### src/rtl/gpu_pkg.sv
// Shared GPU core types: core/LSU state encodings and the fetcher handshake constant.
// Used by the scheduler, ALU, LSUs and decoder.
package gpu_pkg;

    typedef enum logic [2:0] {
        CORE_IDLE    = 3'b000,
        CORE_FETCH   = 3'b001,
        CORE_DECODE  = 3'b010,
        CORE_REQUEST = 3'b011,
        CORE_WAIT    = 3'b100,
        CORE_EXECUTE = 3'b101,
        CORE_UPDATE  = 3'b110,
        CORE_DONE    = 3'b111
    } core_state_t;

    typedef enum logic [1:0] {
        LSU_IDLE       = 2'b00,
        LSU_REQUESTING = 2'b01,
        LSU_WAITING    = 2'b10,
        LSU_DONE       = 2'b11
    } lsu_state_t;

    localparam logic [2:0] FETCHER_FETCHED = 3'b010;

    // A lane holds the core in WAIT only while its access is outstanding.
    function automatic logic lsu_is_busy(input lsu_state_t s);
        return (s == LSU_REQUESTING) || (s == LSU_WAITING);
    endfunction

endpackage

### src/rtl/lsu_busy_detect.sv
// Reduces per-lane LSU states to a single busy flag over the active lanes.
// thread_count of 0 counts as one lane; values above THREADS are clamped.
module lsu_busy_detect
    import gpu_pkg::*;
#(
    parameter int unsigned THREADS = 4
) (
    input  logic [THREADS*2-1:0]      lsu_state,
    input  logic [$clog2(THREADS):0]  thread_count,
    output logic                      lane_busy_c
);

    localparam int unsigned TC_W = $clog2(THREADS) + 1;

    logic [TC_W-1:0] active_lanes;

    always_comb begin
        if (thread_count == '0) begin
            active_lanes = TC_W'(1);
        end else if (thread_count > TC_W'(THREADS)) begin
            active_lanes = TC_W'(THREADS);
        end else begin
            active_lanes = thread_count;
        end
    end

    always_comb begin
        lane_busy_c = 1'b0;
        for (int unsigned i = 0; i < THREADS; i++) begin
            if ((TC_W'(i) < active_lanes) && lsu_is_busy(lsu_state_t'(lsu_state[2*i +: 2]))) begin
                lane_busy_c = 1'b1;
            end
        end
    end

endmodule

### src/rtl/core_scheduler.sv
// Per-core instruction sequencer: FETCH/DECODE/REQUEST/WAIT/EXECUTE/UPDATE, PC advance, RET -> DONE.
// Optional WAIT watchdog enabled by SCHED_WAIT_TIMEOUT_EN.
module core_scheduler
    import gpu_pkg::*;
#(
    parameter int unsigned THREADS      = 4,
    parameter int unsigned PC_BITS      = 8,
    parameter int unsigned WAIT_TIMEOUT = 255
) (
    input  logic                          clk,
    input  logic                          reset,
    input  logic                          start,
    input  logic [$clog2(THREADS):0]      thread_count,
    input  logic [2:0]                    fetcher_state,
    input  logic [THREADS*2-1:0]          lsu_state,
    input  logic                          decoded_ret,
    input  logic [THREADS*PC_BITS-1:0]    next_pc,
    output logic [2:0]                    core_state,
    output logic [PC_BITS-1:0]            current_pc,
    output logic                          done,
    output logic                          error
);

    core_state_t         state_q, state_d;
    logic [PC_BITS-1:0]  pc_q, pc_d;
    logic                done_q, done_d;
    logic                wait_first_q;
    logic                lane_busy_c;
    logic                timeout_c;

    // Only lane 0 supplies the shared PC; the other lanes' next_pc are ignored.
    logic unused_next_pc;
    assign unused_next_pc = ^next_pc[THREADS*PC_BITS-1:PC_BITS];

    lsu_busy_detect #(
        .THREADS      (THREADS)
    ) u_busy (
        .lsu_state    (lsu_state),
        .thread_count (thread_count),
        .lane_busy_c  (lane_busy_c)
    );

`ifdef SCHED_WAIT_TIMEOUT_EN
    localparam int unsigned CNT_W = $clog2(WAIT_TIMEOUT + 1);

    logic [CNT_W-1:0] wait_cnt_q;
    logic             error_q;

    // Counter reads 0 in the first WAIT cycle, so the Nth WAIT cycle sees N-1.
    assign timeout_c = lane_busy_c && (wait_cnt_q == CNT_W'(WAIT_TIMEOUT - 1));

    always_ff @(posedge clk or negedge reset) begin
        if (!reset) begin
            wait_cnt_q <= '0;
            error_q    <= 1'b0;
        end else begin
            wait_cnt_q <= (state_q == CORE_WAIT) ? wait_cnt_q + CNT_W'(1) : '0;
            if ((state_q == CORE_WAIT) && timeout_c) begin
                error_q <= 1'b1;
            end else if ((state_q == CORE_DONE) && !start) begin
                error_q <= 1'b0;
            end
        end
    end

    assign error = error_q;
`else
    localparam int unsigned unused_wait_timeout = WAIT_TIMEOUT;

    assign timeout_c = 1'b0;
    assign error     = 1'b0;
`endif

    // Next-state and PC/done update.
    always_comb begin
        state_d = state_q;
        pc_d    = pc_q;
        done_d  = done_q;
        case (state_q)
            CORE_IDLE: begin
                if (start) state_d = CORE_FETCH;
            end
            CORE_FETCH: begin
                if (fetcher_state == FETCHER_FETCHED) state_d = CORE_DECODE;
            end
            CORE_DECODE:  state_d = CORE_REQUEST;
            CORE_REQUEST: state_d = CORE_WAIT;
            CORE_WAIT: begin
                // First WAIT cycle always holds so the LSUs can leave IDLE.
                if (!wait_first_q && !lane_busy_c) begin
                    state_d = CORE_EXECUTE;
                end else if (timeout_c) begin
                    state_d = CORE_DONE;
                    done_d  = 1'b1;
                end
            end
            CORE_EXECUTE: state_d = CORE_UPDATE;
            CORE_UPDATE: begin
                if (decoded_ret) begin
                    state_d = CORE_DONE;
                    done_d  = 1'b1;
                end else begin
                    state_d = CORE_FETCH;
                    pc_d    = next_pc[PC_BITS-1:0];
                end
            end
            CORE_DONE: begin
                if (!start) begin
                    state_d = CORE_IDLE;
                    done_d  = 1'b0;
                    pc_d    = '0;
                end
            end
            default: state_d = CORE_IDLE;
        endcase
    end

    always_ff @(posedge clk or negedge reset) begin
        if (!reset) begin
            state_q      <= CORE_IDLE;
            pc_q         <= '0;
            done_q       <= 1'b0;
            wait_first_q <= 1'b0;
        end else begin
            state_q      <= state_d;
            pc_q         <= pc_d;
            done_q       <= done_d;
            wait_first_q <= (state_q == CORE_REQUEST);
        end
    end

    assign core_state = state_q;
    assign current_pc = pc_q;
    assign done       = done_q;

endmodule

### config.mk
export PLATFORM = sky130hd
export DESIGN_NAME = core_scheduler
export DESIGN_NICKNAME = d
export VERILOG_FILES = /design/src/rtl/gpu_pkg.sv /design/src/rtl/lsu_busy_detect.sv /design/src/rtl/core_scheduler.sv
export SDC_FILE = /design/constraint.sdc
export NUM_CORES = 1
export LEC_CHECK = 0
export CORE_MARGIN = 1.5
export CORE_UTILIZATION = 31
export CTS_CLUSTER_DIAMETER = 200
export DETAILED_ROUTE_END_ITERATION = 10
export PLACE_DENSITY_LB_ADDON = 0.3
export SYNTH_ARGS = -nofsm -noshare
export SYNTH_HDL_FRONTEND = slang
export SYNTH_HIERARCHICAL = 1
export SYNTH_SLANG_ARGS = --single-unit
### constraint.sdc
create_clock -name clk -period 3.2 [get_ports clk]
set_input_delay 0.64 -clock clk [delete_from_list [all_inputs] [get_ports clk]]
set_output_delay 0.64 -clock clk [all_outputs]
set_load 0.01 [all_outputs]
==> impl_metrics.py, run 1 <==
metrics = {
    "finish": {
        "final_nets": 148,
        "antenna-diode-count": 0,
        "final_cell_mix": "clkdlybuf4s50_1 (37), dfrtp_1 (13), a22o_1 (9)",
        "drive_gt1_frac": 0.0619,
        "fin_area_mm2": 0.00105,
        "synthToLayoutAreaGrowth_pct": 63.2,
        "final_common_cell": "clkdlybuf4s50_1",
        "postLayoutCoreUtil": 0.537,
    },
    "floorplanning": {
        "coreArea_mm2": 0.00196,
        "die_area_mm2": 0.00237,
        "die_w_um": 48.6,
        "io_pins": 63,
        "die_h_um": 48.6,
        "row_count": 16,
        "start_util": 0.329,
    },
    "setup_path": {
        "r2r_setup_slack_ps": 1880,
        "worstReg2RegEnd": "current_pc[5]$_DFFE_PN0P_",
        "critPathKind": "flop to output pin",
        "cp_cell_sequence": "clkdlybuf4s50_1",
        "crit_arrival_ps": 1520,
        "critical_path_buf_inv_count": 1,
        "reg2reg_depth": 2,
        "slowest_delay_ps": 630,
        "path_delay_family": "buffers and inverters",
        "r2r-start": "core_state[0]$_DFFE_PN0P_",
        "crit_slowest_cell": "clkdlybuf4s50_1",
        "path_max_fanout": 12,
        "cp.required_ps": 2560,
        "crit_cells": 1,
        "end_kind": "output pin",
        "startpoint_type": "flop",
    },
    "cts": {
        "cts_inserted_buffers": 3,
        "clock-root-buffer": "clkbuf_4",
        "post_cts.repair.setup_buffers": 0,
        "h-tree-depth": 1,
        "cts_resized": 0,
        "cts_tree": "built",
        "clk_pin_slew_ps": 80,
        "clk_latency_ps": 270,
        "numClockSinks": 13,
        "ctsHoldBuffers": 0,
        "clk_path_buf_depth": 2,
    },
    "timing": {
        "skew_ps": 1.54,
        "post-route-period-util": 0.675,
        "fin_crit_ps": 2160,
        "worst_pin_slew_ps": 611,
        "max_freq_mhz": 463,
        "final-hold-violation-count": 0,
        "relSlewSlack": 0.592,
        "setup_viol": 0,
        "setup-tns-final_ps": 0,
        "slew_viol_final": 0,
        "rsz0062_at_grt": "false",
        "holdWs_ps": 499,
    },
    "detailed_routing": {
        "drt_wl_total_um": 1610,
        "drt-wirelength-per-cell_um": 13.0,
        "firstDrtPassIters": 5,
        "antenna_left": 0,
        "avgViaCountPerCell": 4.79,
        "first_iter_violations": 4,
        "drc_errors": 0,
        "vias": 594,
    },
    "pwr": {
        "leakagePower_nw": 0.440,
        "total_power_w": 0.000741,
        "vdd_ir_drop_max_uv": 353,
        "p_clk_frac": 0.137,
        "comb_power_share": 0.447,
        "p_int_w": 0.000476,
        "p_switching_w": 0.000264,
        "swShare": 0.357,
        "seqPwrFrac": 0.416,
        "power_density_mw_per_mm2": 703,
    },
    "synthesis": {
        "synthesis.nets": 110,
        "synth_seq_cells": 13,
        "yosys_warnings": 6,
        "yosysSeqAreaShare": 0.504,
        "netlist-cell-type-count": 22,
        "postSynthCellCount": 60,
        "syn-cell-area_um2": 646,
        "synth_area_per_cell_um2": 10.8,
    },
    "grt": {
        "grt.overflow.total": 0,
        "gr-usage-all-layers": 0.150,
        "antenna_found_initial": 0,
        "grt_pass1_wl_um": 2730,
        "grt_pass1_vias": 577,
        "grt_max_degree": 14,
    },
    "place": {
        "gp_congestion": 0.684,
        "placed_area_mm2": 0.00103,
        "io_buffers": 37,
        "post-dp-hpwl_um": 1200,
    },
    "worst_hold_path": {
        "holdPathStages": 1,
        "min_to": "current_pc[0]$_DFFE_PN0P_",
        "min_path_type": "flop to flop",
        "hold_path_startpoint": "current_pc[0]$_DFFE_PN0P_",
    },
    "job": {
        "drv_cap": 0,
    },
    "outcome": {
        "status": "completed",
    },
}
metal layers:
layer | global-route usage | routed length, um | vias up
li1 | - | - | 294
met1 | 0.195 | 726 | 273
met2 | 0.233 | 766 | 25
met3 | 0.0556 | 106 | 2
met4 | 0.0429 | 13 | 0
met5 | 0 | 0 | -
through the flow:
stage	instances	setup WS (ps)
after global placement	120	1210
after detailed placement	120	1190
after global routing	124	982
after floorplan	60	1770
final	124	1040
after CTS	124	1020
Yosys cell counts:
library cell	count	area, um2
dfrtp_1	13	325
a22o_1	9	78.8
o21ai_0	5	25.0
nand2_1	4	15.0
nor2_1	4	15.0
buf_2	3	15.0
nand3_1	3	15.0
a21oi_1	2	10.0
inv_1	2	7.51
xnor2_1	2	17.5
xor2_1	2	17.5
a21bo_2	1	10.0
a2bb2oi_1	1	8.76
a31oi_1	1	6.26
buf_4	1	7.51
conb_1	1	3.75
mux2i_1	1	10.0
nor3_4	1	16.3
nor4b_1	1	8.76
o2111ai_2	1	15.0
o2bb2ai_1	1	8.76
or3b_1	1	8.76
registers in the layout, indices dropped and copies added, names as in the netlist:
register      flops
wait_first_q      1
core_state        3
current_pc        8
done              1
worst register-to-register path, delay by kind of cell, from the launching register on:
family / cells / cell delay (ps)
DFF: 1 / 620
AOI/OAI and AO/OA: 2 / 590
power by group through the flow:
stage	clock [W]	sequential [W]	combinational, W
3_5_place_dp	0	0.000311	0.000331
2_1_floorplan	0	0.000287	0.000185
6_report	0.000102	0.000308	0.000331
5_1_grt	0.000115	0.000317	0.000358
4_1_cts	0.000107	0.000307	0.000334
3_3_place_gp	0	0.000304	0.000324
how the worst max path moves through the flow:
| stage | startpoint | end | slack (ps) |
|---|---|---|---|
| after floorplan | lsu_state[4] | core_state[0]$_DFFE_PN0P_ | 1770 |
| after global placement | lsu_state[4] | core_state[0]$_DFFE_PN0P_ | 1210 |
| after detailed placement | lsu_state[4] | core_state[0]$_DFFE_PN0P_ | 1190 |
| after CTS | core_state[0]$_DFFE_PN0P_ | core_state[0] | 1020 |
| after global routing | core_state[0]$_DFFE_PN0P_ | core_state[0] | 980 |
| final | core_state[0]$_DFFE_PN0P_ | core_state[0] | 1040 |
logic make-up (layout without fill, tap and decap cells):
logic type,after synthesis,in the layout,share of synthesized area
buf+inv,6,43,0.0465
mux,1,1,0.0155
other cells,1,1,0.00581
flops,13,13,0.504
simple gates,14,14,0.122
xor+xnor,4,4,0.0543
compound gates,21,21,0.252
cell type report:
| type | count | area [um2] |
|---|---|---|
| Fill cell | 201 | 908 |
| Sequential cell | 13 | 325 |
| Multi-Input combinational cell | 41 | 290 |
| Clock buffer | 4 | 26.3 |
| Timing Repair Buffer | 37 | 370 |
| Inverter | 2 | 7.51 |
| Tap cell | 27 | 33.8 |
Power figures use the tool's default switching activity.
==> inputs of run 2 (changes only) <==
- CORE_UTILIZATION: 31 -> 29
- clock period: 3.2 -> 2.15 ns (I/O delays scaled with it)
==> impl_metrics.py, run 2 (same netlist as run 1, synthesis figures left out) <==
metrics = {
    "finish": {
        "drive_gt1_frac": 0.0714,
        "final_cell_mix": "clkdlybuf4s50_1 (37), dfrtp_1 (13), a22o_1 (9)",
        "antenna-diode-count": 0,
        "seqCellArea_um2": 325,
        "n_fill_cell": 182,
        "fin_cells": 125,
        "largest_reg_flops": 8,
        "final_nets": 149,
        "synthToLayoutAreaGrowth_pct": 64.3,
        "multiInputGateArea_um2": 290,
        "final_common_cell": "clkdlybuf4s50_1",
    },
    "worst_hold_path": {
        "holdPathStages": 1,
        "hold_path_startpoint": "current_pc[0]$_DFFE_PN0P_",
        "min_to": "current_pc[0]$_DFFE_PN0P_",
        "min_path_type": "flop to flop",
    },
    "outcome": {
        "status": "completed",
    },
    "place": {
        "post-dp-hpwl_um": 1190,
        "io_buffers": 37,
        "dpl.cell_count": 121,
        "gp_congestion": 0.736,
    },
    "timing": {
        "setup-tns-final_ps": 0,
        "fin_crit_ps": 1840,
        "rsz0062_at_grt": "false",
        "post-route-period-util": 0.854,
        "holdWs_ps": 501,
        "skew_ps": 6.55,
        "setup_viol": 0,
        "final-hold-violation-count": 0,
        "relSlewSlack": 0.616,
        "slew_viol_final": 0,
        "worst_pin_slew_ps": 575,
        "max_freq_mhz": 545,
    },
    "setup_path": {
        "slowest_delay_ps": 610,
        "startpoint": "core_state[2]$_DFFE_PN0P_",
        "path_delay_family": "buffers and inverters",
        "critical_path_buf_inv_count": 1,
        "cp_cell_sequence": "clkdlybuf4s50_1",
        "end_kind": "output pin",
        "worstReg2RegEnd": "current_pc[6]$_DFFE_PN0P_",
        "reg2reg_depth": 3,
        "crit_slowest_cell": "clkdlybuf4s50_1",
        "crit_arrival_ps": 1410,
        "startpoint_type": "flop",
        "critPathKind": "flop to output pin",
        "path_max_fanout": 11,
        "cp.required_ps": 1720,
        "r2r-start": "core_state[2]$_DFFE_PN0P_",
        "r2r_setup_slack_ps": 860,
    },
    "floorplanning": {
        "die_w_um": 50.2,
        "start_util": 0.319,
        "coreArea_mm2": 0.00202,
        "io_pins": 63,
        "row_count": 16,
        "die_h_um": 50.2,
        "die_area_mm2": 0.00252,
    },
    "grt": {
        "grt_pass1_vias": 515,
        "gr-usage-all-layers": 0.125,
        "grt_pass1_wl_um": 2350,
        "antenna_found_initial": 0,
        "grt_max_degree": 14,
        "grt.overflow.total": 0,
    },
    "detailed_routing": {
        "antenna_left": 0,
        "firstDrtPassIters": 4,
        "first_iter_violations": 8,
        "avgViaCountPerCell": 4.70,
        "drt-wirelength-per-cell_um": 12.3,
        "vias": 587,
        "drc_errors": 0,
        "drt_wl_total_um": 1540,
    },
    "pwr": {
        "p_int_w": 0.000722,
        "p_switching_w": 0.000380,
        "seqPwrFrac": 0.384,
        "comb_power_share": 0.486,
        "swShare": 0.345,
        "p_clk_frac": 0.129,
        "total_power_w": 0.00110,
        "leakagePower_nw": 0.445,
        "vdd_ir_drop_max_uv": 576,
        "power_density_mw_per_mm2": 1040,
    },
    "cts": {
        "cts_tree": "built",
        "cts_resized": 0,
        "clk_latency_ps": 270,
        "h-tree-depth": 1,
        "cts_inserted_buffers": 3,
        "post_cts.repair.setup_buffers": 0,
        "clk_path_buf_depth": 2,
        "ctsHoldBuffers": 0,
        "numClockSinks": 13,
        "clk_pin_slew_ps": 70,
        "clock-root-buffer": "clkbuf_4",
    },
    "job": {
        "drv_cap": 0,
    },
}
run 2: cell types whose count changed in the layout (fill, tap and decap cells not counted):
cell   before  now
buf_4       0    1
run 2: area by class of cell:
| class | instances | share of cell area |
|---|---|---|
| inverters | 2 | 0.00708 |
| clock buffers | 4 | 0.0248 |
| multi-input cells | 41 | 0.274 |
| well taps | 27 | 0.0318 |
| repair buffers | 38 | 0.356 |
| flip-flops and latches | 13 | 0.307 |
run 2: through the flow:
stage / utilization / setup slack, ps / instance area [um2]
after global placement: 0.512 / 385 / 1030
after global routing: 0.525 / 208 / 1060
after floorplan: - / 928 / 646
final: 0.525 / 314 / 1060
after detailed placement: 0.512 / 388 / 1030
after CTS: 0.525 / 303 / 1060
run 2: power by group through the flow:
stage,Clock (W),Sequential [W],Combinational [W]
after detailed placement,0,0.000426,0.000535
after global placement,0,0.000424,0.000527
after CTS,0.000147,0.000423,0.000540
final,0.000143,0.000423,0.000536
after floorplan,0,0.000427,0.000275
after global routing,0.000166,0.000439,0.000576
run 2: worst max path at each step:
stage,end,slack [ps],cells after the start
3_3_place_gp,core_state[0]$_DFFE_PN0P_,380,7
3_5_place_dp,core_state[0]$_DFFE_PN0P_,390,7
6_report,core_state[2],310,1
2_1_floorplan,core_state[0]$_DFFE_PN0P_,930,6
4_1_cts,core_state[2],300,1
5_1_grt,core_state[2],210,1
run 2: per-layer routing:
layer  vias to the layer above  share of wire  GRT usage
li1                        293              -          -
met1                       276           0.42      0.149
met2                        16           0.53      0.211
met3                         2          0.041     0.0476
met4                         0         0.0091     0.0278
met5                         -              0          0
